===== src/rtl/mux_scan_ctrl.sv =====
// mux_scan_ctrl: channel sequencer for the multi-channel 3-bit display mux.
// Auto mode rotates SEL on a dwell timer. Manual mode advances SEL once per
// debounced step-button press. DOUT is a registered copy of the selected
// channel's data, and TICK marks every SEL advance.
module mux_scan_ctrl #(
    parameter int NUM_CH         = 5,
    parameter int DWELL_CYCLES   = 50000000,
    parameter int LOCKOUT_CYCLES = 1000000
) (
    input  logic                  CLOCK_50,
    input  logic                  KEY0,
    input  logic [3*NUM_CH-1:0]   DIN,
    input  logic                  MODE,
    input  logic                  HOLD,
    input  logic                  STEP_N,
    output logic [2:0]            SEL,
    output logic [2:0]            DOUT,
    output logic                  TICK
);

    // Each counter only needs to reach its parameter minus one.
    localparam int DW = (DWELL_CYCLES   > 1) ? $clog2(DWELL_CYCLES)   : 1;
    localparam int LW = (LOCKOUT_CYCLES > 1) ? $clog2(LOCKOUT_CYCLES) : 1;

    localparam logic [DW-1:0] DWELL_LAST = DW'(DWELL_CYCLES - 1);
    localparam logic [LW-1:0] LOCK_LOAD  = LW'(LOCKOUT_CYCLES - 1);
    localparam logic [2:0]    LAST_CH    = 3'(NUM_CH - 1);

    logic          step_s1, step_s2, step_s3;
    logic          step_fall;
    logic          step_pulse;
    logic [LW-1:0] lock_cnt;
    logic          mode_q;
    logic          mode_chg;
    logic [DW-1:0] dwell_cnt;
    logic          dwell_done;
    logic          advance;
    logic [2:0]    sel_q;
    logic [2:0]    dout_q;
    logic [2:0]    din_sel;

    // Two-flop synchronizer for the raw button, plus one stage for edge detection.
    // NOTE: sequential state uses <= so every flop samples pre-edge values;
    // blocking assignments here would collapse the chain into a single stage.
    always_ff @(posedge CLOCK_50 or negedge KEY0) begin
        if (!KEY0) begin
            step_s1 <= 1'b1;
            step_s2 <= 1'b1;
            step_s3 <= 1'b1;
        end else begin
            step_s1 <= STEP_N;
            step_s2 <= step_s1;
            step_s3 <= step_s2;
        end
    end

    assign step_fall = step_s3 & ~step_s2;

    // Accept a press only when lockout has expired, then restart the lockout.
    always_ff @(posedge CLOCK_50 or negedge KEY0) begin
        if (!KEY0) begin
            step_pulse <= 1'b0;
            lock_cnt   <= '0;
        end else begin
            step_pulse <= step_fall && (lock_cnt == '0);
            if (step_fall && (lock_cnt == '0)) begin
                lock_cnt <= LOCK_LOAD;
            end else if (lock_cnt != '0) begin
                lock_cnt <= lock_cnt - LW'(1);
            end
        end
    end

    // Decide whether SEL moves this cycle. A mode change suppresses both sources,
    // and only the source belonging to the current mode can advance SEL.
    // NOTE: every always_comb output gets a default first so no path leaves it
    // unassigned, which would otherwise infer a latch.
    always_comb begin
        mode_chg   = 1'b0;
        dwell_done = 1'b0;
        advance    = 1'b0;
        mode_chg   = (MODE != mode_q);
        dwell_done = (dwell_cnt == DWELL_LAST);
        if (!mode_chg) begin
            if (MODE) advance = step_pulse;
            else      advance = dwell_done && !HOLD;
        end
    end

    // Track the mode and run the dwell timer (frozen by HOLD, parked in manual).
    always_ff @(posedge CLOCK_50 or negedge KEY0) begin
        if (!KEY0) begin
            mode_q    <= 1'b0;
            dwell_cnt <= '0;
        end else begin
            mode_q <= MODE;
            if (mode_chg || MODE) begin
                dwell_cnt <= '0;
            end else if (!HOLD) begin
                dwell_cnt <= dwell_done ? '0 : dwell_cnt + DW'(1);
            end
        end
    end

    // Pick the data slice for the current channel; out-of-range SEL reads 0.
    always_comb begin
        din_sel = 3'd0;
        for (int k = 0; k < NUM_CH; k++) begin
            if (sel_q == 3'(k)) din_sel = DIN[3*k +: 3];
        end
    end

    // Channel select with wrap (any out-of-range value returns to 0), and the
    // registered output data.
    always_ff @(posedge CLOCK_50 or negedge KEY0) begin
        if (!KEY0) begin
            sel_q  <= 3'd0;
            dout_q <= 3'd0;
        end else begin
            if (advance) sel_q <= (sel_q >= LAST_CH) ? 3'd0 : sel_q + 3'd1;
            dout_q <= din_sel;
        end
    end

    assign SEL  = sel_q;
    assign DOUT = dout_q;
    assign TICK = advance;

endmodule


===== config.mk =====
export PLATFORM = sky130hd
export DESIGN_NAME = mux_scan_ctrl
export DESIGN_NICKNAME = d
export VERILOG_FILES = /design/src/rtl/mux_scan_ctrl.sv
export SDC_FILE = /design/constraint.sdc
export NUM_CORES = 1
export LEC_CHECK = 0
export BUFFER_PORTS_ARGS = -buffer_cell sky130_fd_sc_hd__buf_2
export CELL_PAD_IN_SITES_DETAIL_PLACEMENT = 1
export CELL_PAD_IN_SITES_GLOBAL_PLACEMENT = 1
export CORE_ASPECT_RATIO = 1.75
export CORE_MARGIN = 2
export CORE_UTILIZATION = 43
export CTS_CLUSTER_SIZE = 24
export DETAILED_ROUTE_END_ITERATION = 10
export PLACE_DENSITY = 0.85
export SYNTH_ARGS = -nofsm -noshare
export SYNTH_HDL_FRONTEND = slang
export SYNTH_SLANG_ARGS = --single-unit

===== constraint.sdc =====
create_clock -name CLOCK_50 -period 3.3 [get_ports CLOCK_50]
set_input_delay 0.33 -clock CLOCK_50 [delete_from_list [all_inputs] [get_ports CLOCK_50]]
set_output_delay 0.33 -clock CLOCK_50 [all_outputs]
set_load 0.03 [all_outputs]

Word-level counts from Yosys, hierarchy flattened. Index checks and enable logic that the tools add are counted.

Add/subtract/negate cells: 3. Magnitude comparators: 1. Equal/unequal tests: 7. Mux-type cells: 13. Bitwise logic cells: 2. Reductions and logical operators: 8.

Operators with widths (count): 2-to-1 mux 26 bit (3); 2-to-1 mux 20 bit (2); adder 26 x 1 -> 26 bit (second input constant) (1); == test 26 bit (second input constant) (1); logical NOT 20 bit (1); nonzero test 20 bit (1); subtractor 20 x 1 -> 20 bit (second input constant) (1); 2-to-1 mux 3 bit (6); == test 3 x 2 -> 1 bit (second input constant) (2); adder 3 x 1 -> 3 bit (second input constant) (1); == test 3 x 1 -> 1 bit (second input constant) (1); == test 3 bit (second input constant) (1); >= comparator 3 bit (second input constant) (1); logical NOT 3 bit (1); logical AND 1 bit (2); 2-to-1 mux 1 bit (2); != test 2 x 1 -> 1 bit (second input constant) (1); nonzero test 2 bit (1); AND 1 bit (1); logical NOT 1 bit (1); logical OR 1 bit (1); != test 1 bit (1); inverter 1 bit (1).

Bits in registers: 57. Input port bits: 20. Output and inout port bits: 7. Word-level logic and storage cells: 43.

Logic depth before layout (Yosys ltp). Gate-level depths: netlist (run 1).

Depth after elaboration: 6. Mapped depth: 8. Mapped depth without buffers: 7.

Worst setup path after synthesis (run 1). No wires, ideal clock.

Path type: reg2reg. From: register dwell_cnt[10]. To: register sel_q[0], in the netlist SEL[0]. Setup time: 0.127 ns. Arrival time: 2.521 ns. Required time: 3.172 ns. Setup slack: 0.652 ns. Cell stages (with the launch flop): 6. Path buffers: 0. Period minus slack after synthesis: 2.648 ns. Path through: dfrtp_1 > or4b_4 > or4b_1 > or4_4 > a21oi_4 > mux2_1.

Longest elaborated chain between the ends: 4.

Ends and longest elaborated chain: start, declared (line 35) `logic [DW-1:0] dwell_cnt;`; start signal, assigned (line 100) `dwell_cnt <= dwell_done ? '0 : dwell_cnt + DW'(1);`; == test 26 bit (line 83) `dwell_done = (dwell_cnt == DWELL_LAST);`; logical AND 1 bit (line 86) `else advance = dwell_done && !HOLD;`; 2-to-1 mux 1 bit (line 85) `if (MODE) advance = step_pulse;`; 2-to-1 mux 1 bit (line 84) `if (!mode_chg) begin`; named net TICK (line 18) `output logic TICK`; end signal, assigned (line 120) `if (advance) sel_q <= (sel_q >= LAST_CH) ? 3'd0 : sel_q + 3'd1;`; end, declared (line 38) `logic [2:0] sel_q;`.

The timed path passes the listed nets, and every way through them passes these cells. A chain may end at the register's enable or synchronous reset.

Final worst setup path (run 1).
From: register dwell_cnt[10]. To: output TICK.

Longest elaborated chain between the ends: 4.

Ends and longest elaborated chain (line): == test 26 bit (83); logical AND 1 bit (86); 2-to-1 mux 1 bit (85); 2-to-1 mux 1 bit (84); end, declared (18).

Every way passes these cells.

==> metrics.txt, run 1 <==
DRT iter0 DRCs=158; Top Layer Used=met4; hold path depth=1; max cap viols=0; CTS tree=yes; Seq pwr share=40.3%; DR WL met2=4230 um; GPL Wtd Cong=0.775; post-cts sizing count=0; Num CTS Buffers=9; largest net degree at the start of global routing=25; final net count=360; post-synthesis register bit count=57; Worst R2R Setup Slack=0.68 ns; clock share of power=44.6%; Post-Syn Area per Cell=9.88 sq um; clock-pin slew on the worst setup and hold paths=0.05 ns; DIE AREA=0.00760 sq mm; number of flops mapped to enable cells by yosys=0; Worst Hold End=step_s1; crit path time final=3.04 ns; placed cell area=0.00320 sq mm; clk sink count=57; drc violations=0; max-slew violations=0; Switching Share=27.3%; Detailed Routing Iterations Pass 1=4; antenna violations before repair=0; clk buf depth=2; CP startpoint kind=flip-flop; Leak=1.44 nW; Peak VDD IR=0.000420 V; syn_nets=327; reg2reg path depth=5; Relative slew margins=58.5%; layout cell share with drive strength beyond 1=17.2%; DR WL/cell=17.5 um; Post-Syn Area=0.00296 sq mm; M1 WL=2800 um; crit path DAT=2.71 ns; Worst Path Max Fanout=5; post-DP HPWL=5310 um; starting density of the core=43.9%; sw power=0.626 mW; post-route setup TNS=0 ns; worst setup path class=flip-flop to output port; worst slew pin tran=0.617 ns; Clock Latency Late Sink=0.34 ns; status=completed; CP required=2.97 ns; FF-to-FF Start=dwell_cnt[10]; Mapped Cells=300; I/O pins=27; Site Rows=40; Tcrit/Tclk final=92.3%; Max Fclk=328 MHz; All-Layer GR Usage=22.5%; internal power=1.67 mW; vias in the first global route=2631; Pwr Density=648 mW/mm^2; Final Instance Area=0.00354 sq mm; endpoints failing hold=0; register area share after synthesis=48.2%; Worst Skew=0.00608 ns; DRT antenna net count=0; # setup viols final=0; Main synth FF type=dfrtp_1; Die X-Extent=66.8 um; first-pass GRT wire length=12700 um; Syn. warnings=0; Area growth, synth to finish=19.3%; Worst setup EP type=output port; WL final=7380 um; Die H=114 um; worst reg2reg endpoint=SEL[0]; Vias per Instance=5.63; synth unique cells=45; Root Buffer=clkbuf_16; Port Buf Inserts=26; H-tree depth=3; RSZ-0062 raised after global routing=false; Met3 Wirelength=184 um; gr ovfl total=0; Hold Crit Class=primary input to flip-flop; Antenna Cells=0; CORE AREA=0.00676 sq mm; vias post-DR=2375; Logic pwr share=15.2%; min-delay src=STEP_N; Async SR Flop Fraction=100%
-- sequential cells by signal, summed over array words and instances, names as in the netlist --
| signal | count |
|---|---|
| dwell_cnt | 26 |
| lock_cnt | 20 |
| DOUT | 3 |
| SEL | 3 |
| mode_q | 1 |
| step_pulse | 1 |
| step_s1 | 1 |
| step_s2 | 1 |
| step_s3 | 1 |
-- power by group through the flow --
stage / logic (mW) / registers (mW) / clock network, mW
6_report: 0.348 / 0.923 / 1.02
5_1_grt: 0.397 / 0.941 / 1.08
4_1_cts: 0.355 / 0.923 / 1.04
3_5_place_dp: 0.345 / 0.930 / 0
3_3_place_gp: 0.326 / 0.919 / 0
2_1_floorplan: 0.242 / 0.907 / 0
-- cell usage in the layout, fill, tap and decap left out, drive strengths merged, types with 2 or more instances in the layout --
master / count
dfrtp: 54
nor2: 33
buf: 30
xnor2: 25
nand2: 18
nor3: 16
inv: 12
a21oi: 12
clkbuf: 11
nand3: 10
nor4: 10
nand4: 10
nor2b: 8
nand2b: 8
o21ai: 7
ha: 7
or4: 7
xor2: 6
nor4b: 5
and2: 5
mux2i: 4
o31ai: 4
mux2: 4
and4: 3
dfstp: 3
a221oi: 2
nand3b: 2
a211oi: 2
nand4b: 2
clkinv: 2
bufinv: 2
or4b: 2
-- logic make-up (layout without fill, tap and decap cells) --
logic type / Yosys count / after routing / synth area share, %
fa+ha+maj: 7 / 7 / 2.95
buf+inv: 21 / 59 / 2.66
simple gates: 143 / 143 / 26.7
xor+xnor: 31 / 31 / 9.16
mux: 8 / 8 / 2.87
compound gates: 33 / 33 / 7.43
flops: 57 / 57 / 48.2
-- area by class of cell --
class | count | area, sq um
clock buffers | 11 | 253
inverters | 12 | 45.0
multi-input cells | 222 | 1460
repair buffers | 31 | 170
fillers | 796 | 3220
clock inverters | 5 | 77.6
well taps | 84 | 105
flip-flops and latches | 57 | 1430
-- synthesized netlist by cell type, types with 6 or more instances --
| library cell | count | area (sq um) |
|---|---|---|
| dfrtp_1 | 54 | 1350 |
| nor2_1 | 32 | 120 |
| xnor2_1 | 25 | 219 |
| nand2_1 | 18 | 67.6 |
| nor3_1 | 16 | 80.1 |
| inv_1 | 12 | 45.0 |
| a21oi_1 | 11 | 55.1 |
| nand3_1 | 10 | 50.1 |
| nand4_1 | 10 | 62.6 |
| nor4_1 | 10 | 62.6 |
| nand2b_1 | 8 | 50.1 |
| nor2b_1 | 8 | 50.1 |
| clkbuf_1 | 7 | 26.3 |
| ha_1 | 7 | 87.6 |
| o21ai_0 | 7 | 35.0 |
| or4_1 | 6 | 45.0 |
| xor2_1 | 6 | 52.6 |
-- stage by stage --
stage	total power, mW	hold slack, ns	utilization, %	setup WS, ns	cells
2_1_floorplan	1.15	0.0344	-	0.652	300
3_3_place_gp	1.24	0.218	47.3	0.638	405
3_5_place_dp	1.27	0.222	47.3	0.599	405
4_1_cts	2.32	0.0824	52.3	0.232	422
5_1_grt	2.41	0.0878	52.3	0.172	422
6_report	2.29	0.0934	52.3	0.256	422
-- routing by layer --
layer  global-route usage [%]  vias up
met5                        0        -
met4                     9.52        0
met3                     5.33       14
met2                     40.6       32
met1                     24.5     1200
li1                         -     1129
-- what timing repair did --
action                    4_1_cts  5_1_grt
hold buffers                    1        0
buffers inserted                0        0
hold endpoints to repair        9        0
-- critical path: stages, from the launching register on --
cell	delay (ns)
dfrtp_1	0.43
or4b_4	0.54
or4b_1	0.51
or4_4	0.45
a21oi_4	0.22
buf_2	0.23
-- worst max-delay path by stage --
stage | end | slack, ns | start | depth (start not counted)
2_1_floorplan | SEL[0] | 0.65 | dwell_cnt[10] | 5
3_3_place_gp | TICK | 0.64 | dwell_cnt[10] | 5
3_5_place_dp | TICK | 0.60 | dwell_cnt[10] | 5
4_1_cts | TICK | 0.23 | dwell_cnt[10] | 5
5_1_grt | TICK | 0.17 | dwell_cnt[10] | 5
6_report | TICK | 0.26 | dwell_cnt[10] | 5
Note: power is estimated with default switching activity, not from simulation.
==> run 2, diff against run 1 <==
- RECOVER_POWER: not set -> 50
==> run 2 against run 1 <==
Compared with the run above: combinational power barely moved; sequential cell count unchanged; critical endpoint unchanged; count of clock-buffer cells in the layout did not move.
==> metrics.txt, run 2 (synthesis gave the netlist of run 1 again) <==
reg2reg path depth=5 (unchanged); hold path depth=1 (unchanged); Max Fclk=328 MHz (about the same); Area growth, synth to finish=19.0%; sequential standard cell area=0.00143 sq mm (unchanged); layout cell share with drive strength beyond 1=15.7% (-1.5 points); max-slew violations=0 (unchanged); crit path time final=3.05 ns (+0.00120 ns); Switching Share=27.3% (about the same); CORE AREA=0.00676 sq mm (unchanged); max reg flops=26 (unchanged); WL final=7390 um (about the same); Worst Path Max Fanout=5 (unchanged); vias post-DR=2391 (+0.67%); worst reg2reg endpoint=SEL[0]; Die H=114 um (unchanged); worst setup path class=flip-flop to output port; DR WL/cell=17.5 um (about the same); clock-pin slew on the worst setup and hold paths=0.05 ns (about the same); # setup viols final=0 (unchanged); Cells after DPL=405 (unchanged); Peak VDD IR=0.000420 V (about the same); RSZ-0062 raised after global routing=false; Worst R2R Setup Slack=0.68 ns (about the same); Final Instance Area=0.00353 sq mm (-0.28%); internal power=1.67 mW (-0.10%); post-cts sizing count=0 (unchanged); Num CTS Buffers=9 (unchanged); Clock Latency Late Sink=0.33 ns (about the same); CP required=2.97 ns (about the same); Hold Crit Class=primary input to flip-flop; drc violations=0 (unchanged); placed cell area=0.00320 sq mm (unchanged); Pwr Density=650 mW/mm^2 (+0.16%); post-route setup TNS=0 ns (unchanged); Worst Skew=0.00569 ns (-0.000391 ns); crit path from=dwell_cnt[10]; sw power=0.625 mW (-0.16%); Biggest register=dwell_cnt; All-Layer GR Usage=22.5% (unchanged); worst setup margin=0.254 ns (-0.00120 ns); first-pass GRT wire length=12700 um (unchanged); Root Buffer=clkbuf_16; final hold slack=0.0947 ns (+0.00131 ns); status=completed; GPL Wtd Cong=0.775 (unchanged); CTS tree=yes; fin cells=422 (unchanged); DRT antenna net count=0 (unchanged); area of the multi-input gates=0.00146 sq mm (unchanged); most frequent cells in the layout=dfrtp_1 (54), nor2_1 (32), xnor2_1 (25); I/O pins=27 (unchanged); endpoints failing hold=0 (unchanged); min-delay src=STEP_N; Antenna Cells=0 (unchanged); DIE AREA=0.00760 sq mm (unchanged); max cap viols=0 (unchanged); Logic pwr share=15.2% (about the same); Leak=1.42 nW (-0.93%); Vias per Instance=5.67 (+0.67%); Worst setup EP type=output port; CP max stage delay=0.54 ns (about the same); worst slew pin tran=1.30 ns (+0.687 ns); commonest non-fill, non-tap cell in the layout=dfrtp_1; H-tree depth=3 (unchanged); Port Buf Inserts=26 (unchanged); # fillers=798 (+0.25%); starting density of the core=43.9% (unchanged); post-DP HPWL=5310 um (unchanged); final net count=360 (unchanged); clk buf depth=2 (unchanged); DRT iter0 DRCs=141 (-11%); highest-delay cell along the critical path=or4b_4; gr ovfl total=0 (unchanged); Post-Place Worst Slack=0.599 ns (unchanged); Detailed Routing Iterations Pass 1=4 (unchanged); largest net degree at the start of global routing=25 (unchanged); Relative slew margins=13.0% (-45 points); CP startpoint kind=flip-flop; Worst Hold End=step_s1; vias in the first global route=2631 (unchanged); CP Cell Sequence=or4b_4 -> or4b_1 -> or4_4 -> a21oi_4 -> buf_2; Die X-Extent=66.8 um (unchanged); clk sink count=57 (unchanged); crit path DAT=2.72 ns (about the same); Seq pwr share=40.3% (about the same); antenna violations before repair=0 (unchanged); Largest regs=dwell_cnt x26, lock_cnt x20; FF-to-FF Start=dwell_cnt[10]; clock share of power=44.5% (about the same); Tcrit/Tclk final=92.3% (about the same); Site Rows=40 (unchanged)
run 2: cell count changes in the layout (fill, tap and decap cells not counted), sizes merged:
cell	delta
buf	-4
clkbuf	+4
run 2: how the worst max path moves through the flow:
| stage | endpoint | slack [ns] | depth (start not counted) |
|---|---|---|---|
| 3_5_place_dp | TICK | 0.60 | 5 |
| 3_3_place_gp | TICK | 0.64 | 5 |
| 5_1_grt | TICK | 0.17 | 5 |
| 4_1_cts | TICK | 0.23 | 5 |
| 2_1_floorplan | SEL[0] | 0.65 | 5 |
| 6_report | TICK | 0.25 | 5 |
run 2: area by class of cell:
cell class / instances / share of cell area (%)
Clock buffer: 11 / 7.17
Timing Repair Buffer: 31 / 4.54
Sequential cell: 57 / 40.6
Clock inverter: 5 / 2.20
Tap cell: 84 / 2.98
Multi-Input combinational cell: 222 / 41.3
Inverter: 12 / 1.28
run 2: stage by stage:
stage                     total power [mW]  util, %
after floorplan                       1.15        -
after global placement                1.24     47.3
after detailed placement              1.27     47.3
after CTS                             2.32     52.3
after global routing                  2.41     52.2
final                                 2.29     52.2
run 2: critical path, delay by kind of cell, from the launching register on:
kind | cells | cell delay [ns]
buffers and inverters | 1 | 0.23
and+or+nand+nor | 3 | 1.50
DFF | 1 | 0.43
AOI/OAI and AO/OA | 1 | 0.22
run 2: power groups by stage:
| stage | logic (mW) | clock network, mW | registers [mW] |
|---|---|---|---|
| 2_1_floorplan | 0.242 | 0 | 0.907 |
| 3_3_place_gp | 0.326 | 0 | 0.919 |
| 3_5_place_dp | 0.345 | 0 | 0.930 |
| 4_1_cts | 0.355 | 1.04 | 0.923 |
| 5_1_grt | 0.395 | 1.08 | 0.941 |
| 6_report | 0.347 | 1.02 | 0.923 |
run 2: timing repair:
action	CTS	global route
setup endpoints to repair	0	0
hold buffers	1	0
endpoints found under the hold margin	9	0
buffers inserted	0	0
run 2: metal layers:
metal	global-route usage [%]	wire length, um
met3	5.33	177
met2	40.6	4240
met4	9.52	163
met5	0	0
met1	24.5	2800
==> run 3, diff against run 2 <==
- ABC_AREA: not set -> 1
- PLACE_DENSITY: 0.85 -> 0.89
==> run 3 against run 2 <==
Compared with the run above: the run now ends with max-capacitance violations, max-slew violations left; synthesized area is 17% higher; first-iteration DRC count is 21% lower; synthesized cell count is 55% higher; sequential power increased by 9%; total power up 17%; sequential cell count unchanged.
==> metrics.txt, run 3 <==
final hold slack=0.0936 ns (-0.00114 ns); max reg flops=26 (unchanged); Pwr Density=681 mW/mm^2 (+4.9%); count leader, synth=nand2_1; Worst setup EP type=output port; drc violations=0 (unchanged); Worst path top cell family by delay=simple AND/OR/NAND/NOR gates; Antenna Cells=0 (unchanged); met1 global-route usage=22.1% (-2.4 points); final net count=526 (+46%); Area growth, synth to finish=13.7%; register area share after synthesis=41.3% (-7.0 points); synth cell count leaders=nand2_1 (120), nor2_1 (73), inv_1 (55); Clock Latency Late Sink=0.34 ns (about the same); Tcrit/Tclk final=70.4% (-22 points); Num CTS Buffers=9 (unchanged); CORE AREA=0.00786 sq mm (+16%); crit path time final=2.32 ns (-0.721 ns); Syn. warnings=0 (unchanged); max cap viols=1 (+1); Worst Path Max Fanout=4 (-1); DRT antenna net count=0 (unchanged); gr ovfl total=0 (unchanged); vias post-DR=3184 (+33%); Leak=1.86 nW (+31%); CP Cell Sequence=ha_1 -> nand2_2 -> nor2_4 -> nand2_2 -> nor2_2 -> nand3_2 -> nand2_2 -> nand2_2 -> inv_1 -> buf_2; syn_nets=492 (+50%); grt peak-use layer=met2; Switching Share=38.2% (+11 points); Hold Crit Class=primary input to flip-flop; most frequent cells in the layout=nand2_1 (120), nor2_1 (73), inv_1 (55); # setup viols final=0 (unchanged); synth unique cells=40 (-11%); Max Fclk=430 MHz (+31%); CP bufs+invs=2 (+1); CP max stage delay=0.39 ns (-0.15 ns); Site Rows=43 (+7.5%); largest net degree at the start of global routing=32 (+28%); I/O pins=27 (unchanged); clock-pin slew on the worst setup and hold paths=0.05 ns (about the same); RSZ-0062 raised after global routing=false; sw power=1.02 mW (+64%); layout cell share with drive strength beyond 1=16.3% (+0.62 points); CP startpoint kind=flip-flop; Async SR Flop Fraction=100% (unchanged); Core Util, Final=50.2% (-2.0 points); Die H=123 um (+7.8%); GPL Wtd Cong=0.918 (+18%); Mapped Cells=465 (+55%); clock share of power=31.0% (-14 points); DIE AREA=0.00882 sq mm (+16%); worst slew pin tran=1.74 ns (+0.434 ns); H-tree depth=3 (unchanged); highest-delay cell along the critical path=dfrtp_1; Cells after DPL=578 (+43%); Synth top area share=39.0% (-6.6 points); Final Instance Area=0.00394 sq mm (+12%); Largest regs=dwell_cnt x26, lock_cnt x20; WL final=10200 um (+38%); post-DP HPWL=7810 um (+47%); failing checks=max-capacitance violations, max-slew violations; Detailed Routing Iterations Pass 1=5 (+1); Logic pwr share=31.2% (+16 points); starting density of the core=44.1% (+0.25 points); Peak VDD IR=0.000482 V (+15%); max-slew violations=32 (+32); commonest non-fill, non-tap cell in the layout=nand2_1; antenna violations before repair=0 (unchanged); All-Layer GR Usage=25.4% (+2.9 points); vias in the first global route=3641 (+38%); post-cts sizing count=0 (unchanged); CP required=2.97 ns (about the same); post-synthesis register bit count=57 (unchanged); placed cell area=0.00369 sq mm (+15%); Vias per Instance=5.37 (-5.2%); Post-Syn Area per Cell=7.45 sq um (-25%); first-pass GRT wire length=16700 um (+32%); Root Buffer=clkbuf_16; clk sink count=57 (unchanged); fin cells=593 (+41%); DRT iter0 DRCs=111 (-21%); Seq pwr share=37.7% (-2.6 points); Port Buf Inserts=26 (unchanged); Main synth FF type=dfrtp_1; Biggest register=dwell_cnt; largest cells by area after synthesis=dfrtp_1 (39%), nand2_1 (13%), nor2_1 (7.9%); # hold bufs at CTS=0 (-1); # fillers=1005 (+26%); worst setup path class=flip-flop to output port; Die X-Extent=71.9 um (+7.6%); Relative slew margins=-15.9% (-29 points); status=finished with violations; internal power=1.66 mW (-0.37%); M3 GR Usage=4.84% (-0.48 points); clk buf depth=2 (unchanged); CP dominant cell by count=nand2_2; crit path DAT=1.99 ns (-0.73 ns); Post-Syn Area=0.00347 sq mm (+17%); number of flops mapped to enable cells by yosys=0 (unchanged); CTS tree=yes; post-route setup TNS=0 ns (unchanged); met2 Use GR=49.5% (+8.9 points); total setup buffers inserted after CTS=0 (unchanged); Synth area leader=dfrtp_1; Worst Skew=0.00966 ns (+0.00397 ns); DR WL/cell=17.2 um (-1.5%); endpoints failing hold=0 (unchanged)
## run 3: cell types whose count changed after synthesis, sizes merged, moves of 9 or more
cell / change
nor2: +57
inv: +50
nor4: -9
xnor2: -20
nand2: +116
nand3: +24
## run 3: layer usage
metal	share of wire (%)	wire (um)
met5	0	0
met4	5.6	570
met3	2.6	265
met2	58	5970
met1	33	3420
## run 3: cell type report
type,count,area [sq um],share of cell area [%]
multi-input combinational,340,1760,44.8
inverter,64,243,6.16
timing repair buffer,27,133,3.37
clock buffer,15,258,6.54
tap,90,113,2.86
sequential,57,1430,36.3
## run 3: final timing paths
path	startpoint	end	slack, ns	cells after the start
worst max-delay path	dwell_cnt[1]	TICK	0.98	10
worst min-delay path	STEP_N	step_s1	0.09	1
worst max register to register	mode_q	dwell_cnt[9]	1.30	8
worst min register to register	step_s1	step_s2	0.36	0
max in group asynchronous	KEY0	SEL[0]	1.36	2
min in group asynchronous	KEY0	dwell_cnt[13]	0.45	1
## run 3: worst register-to-register path, delay by kind of cell (launching register included)
family | cells | cell delay (ns)
fa+ha+maj | 1 | 0.38
flops | 1 | 0.36
buf+inv | 2 | 0.29
simple gates | 5 | 0.88
## run 3: kinds of logic after synthesis
group / Yosys count / synth area share (%)
xor+xnor: 14 / 3.54
flops: 57 / 41.3
buf+inv: 68 / 7.83
simple gates: 291 / 40.0
fa+ha+maj: 7 / 2.53
compound gates: 28 / 4.84
## run 3: power by group through the flow
stage	Clock (mW)	Combinational (mW)	Sequential [mW]
CTS	0.850	0.852	1.01
global placement	0	0.779	1.00
finish	0.833	0.839	1.01
floorplan	0	0.557	1.04
global route	0.879	0.951	1.03
detailed placement	0	0.832	1.01
## run 3: through the flow
stage | setup WS [ns] | power [mW]
2_1_floorplan | 1.53 | 1.59
3_3_place_gp | 1.37 | 1.78
3_5_place_dp | 1.16 | 1.84
4_1_cts | 0.969 | 2.71
5_1_grt | 0.858 | 2.86
6_report | 0.975 | 2.68
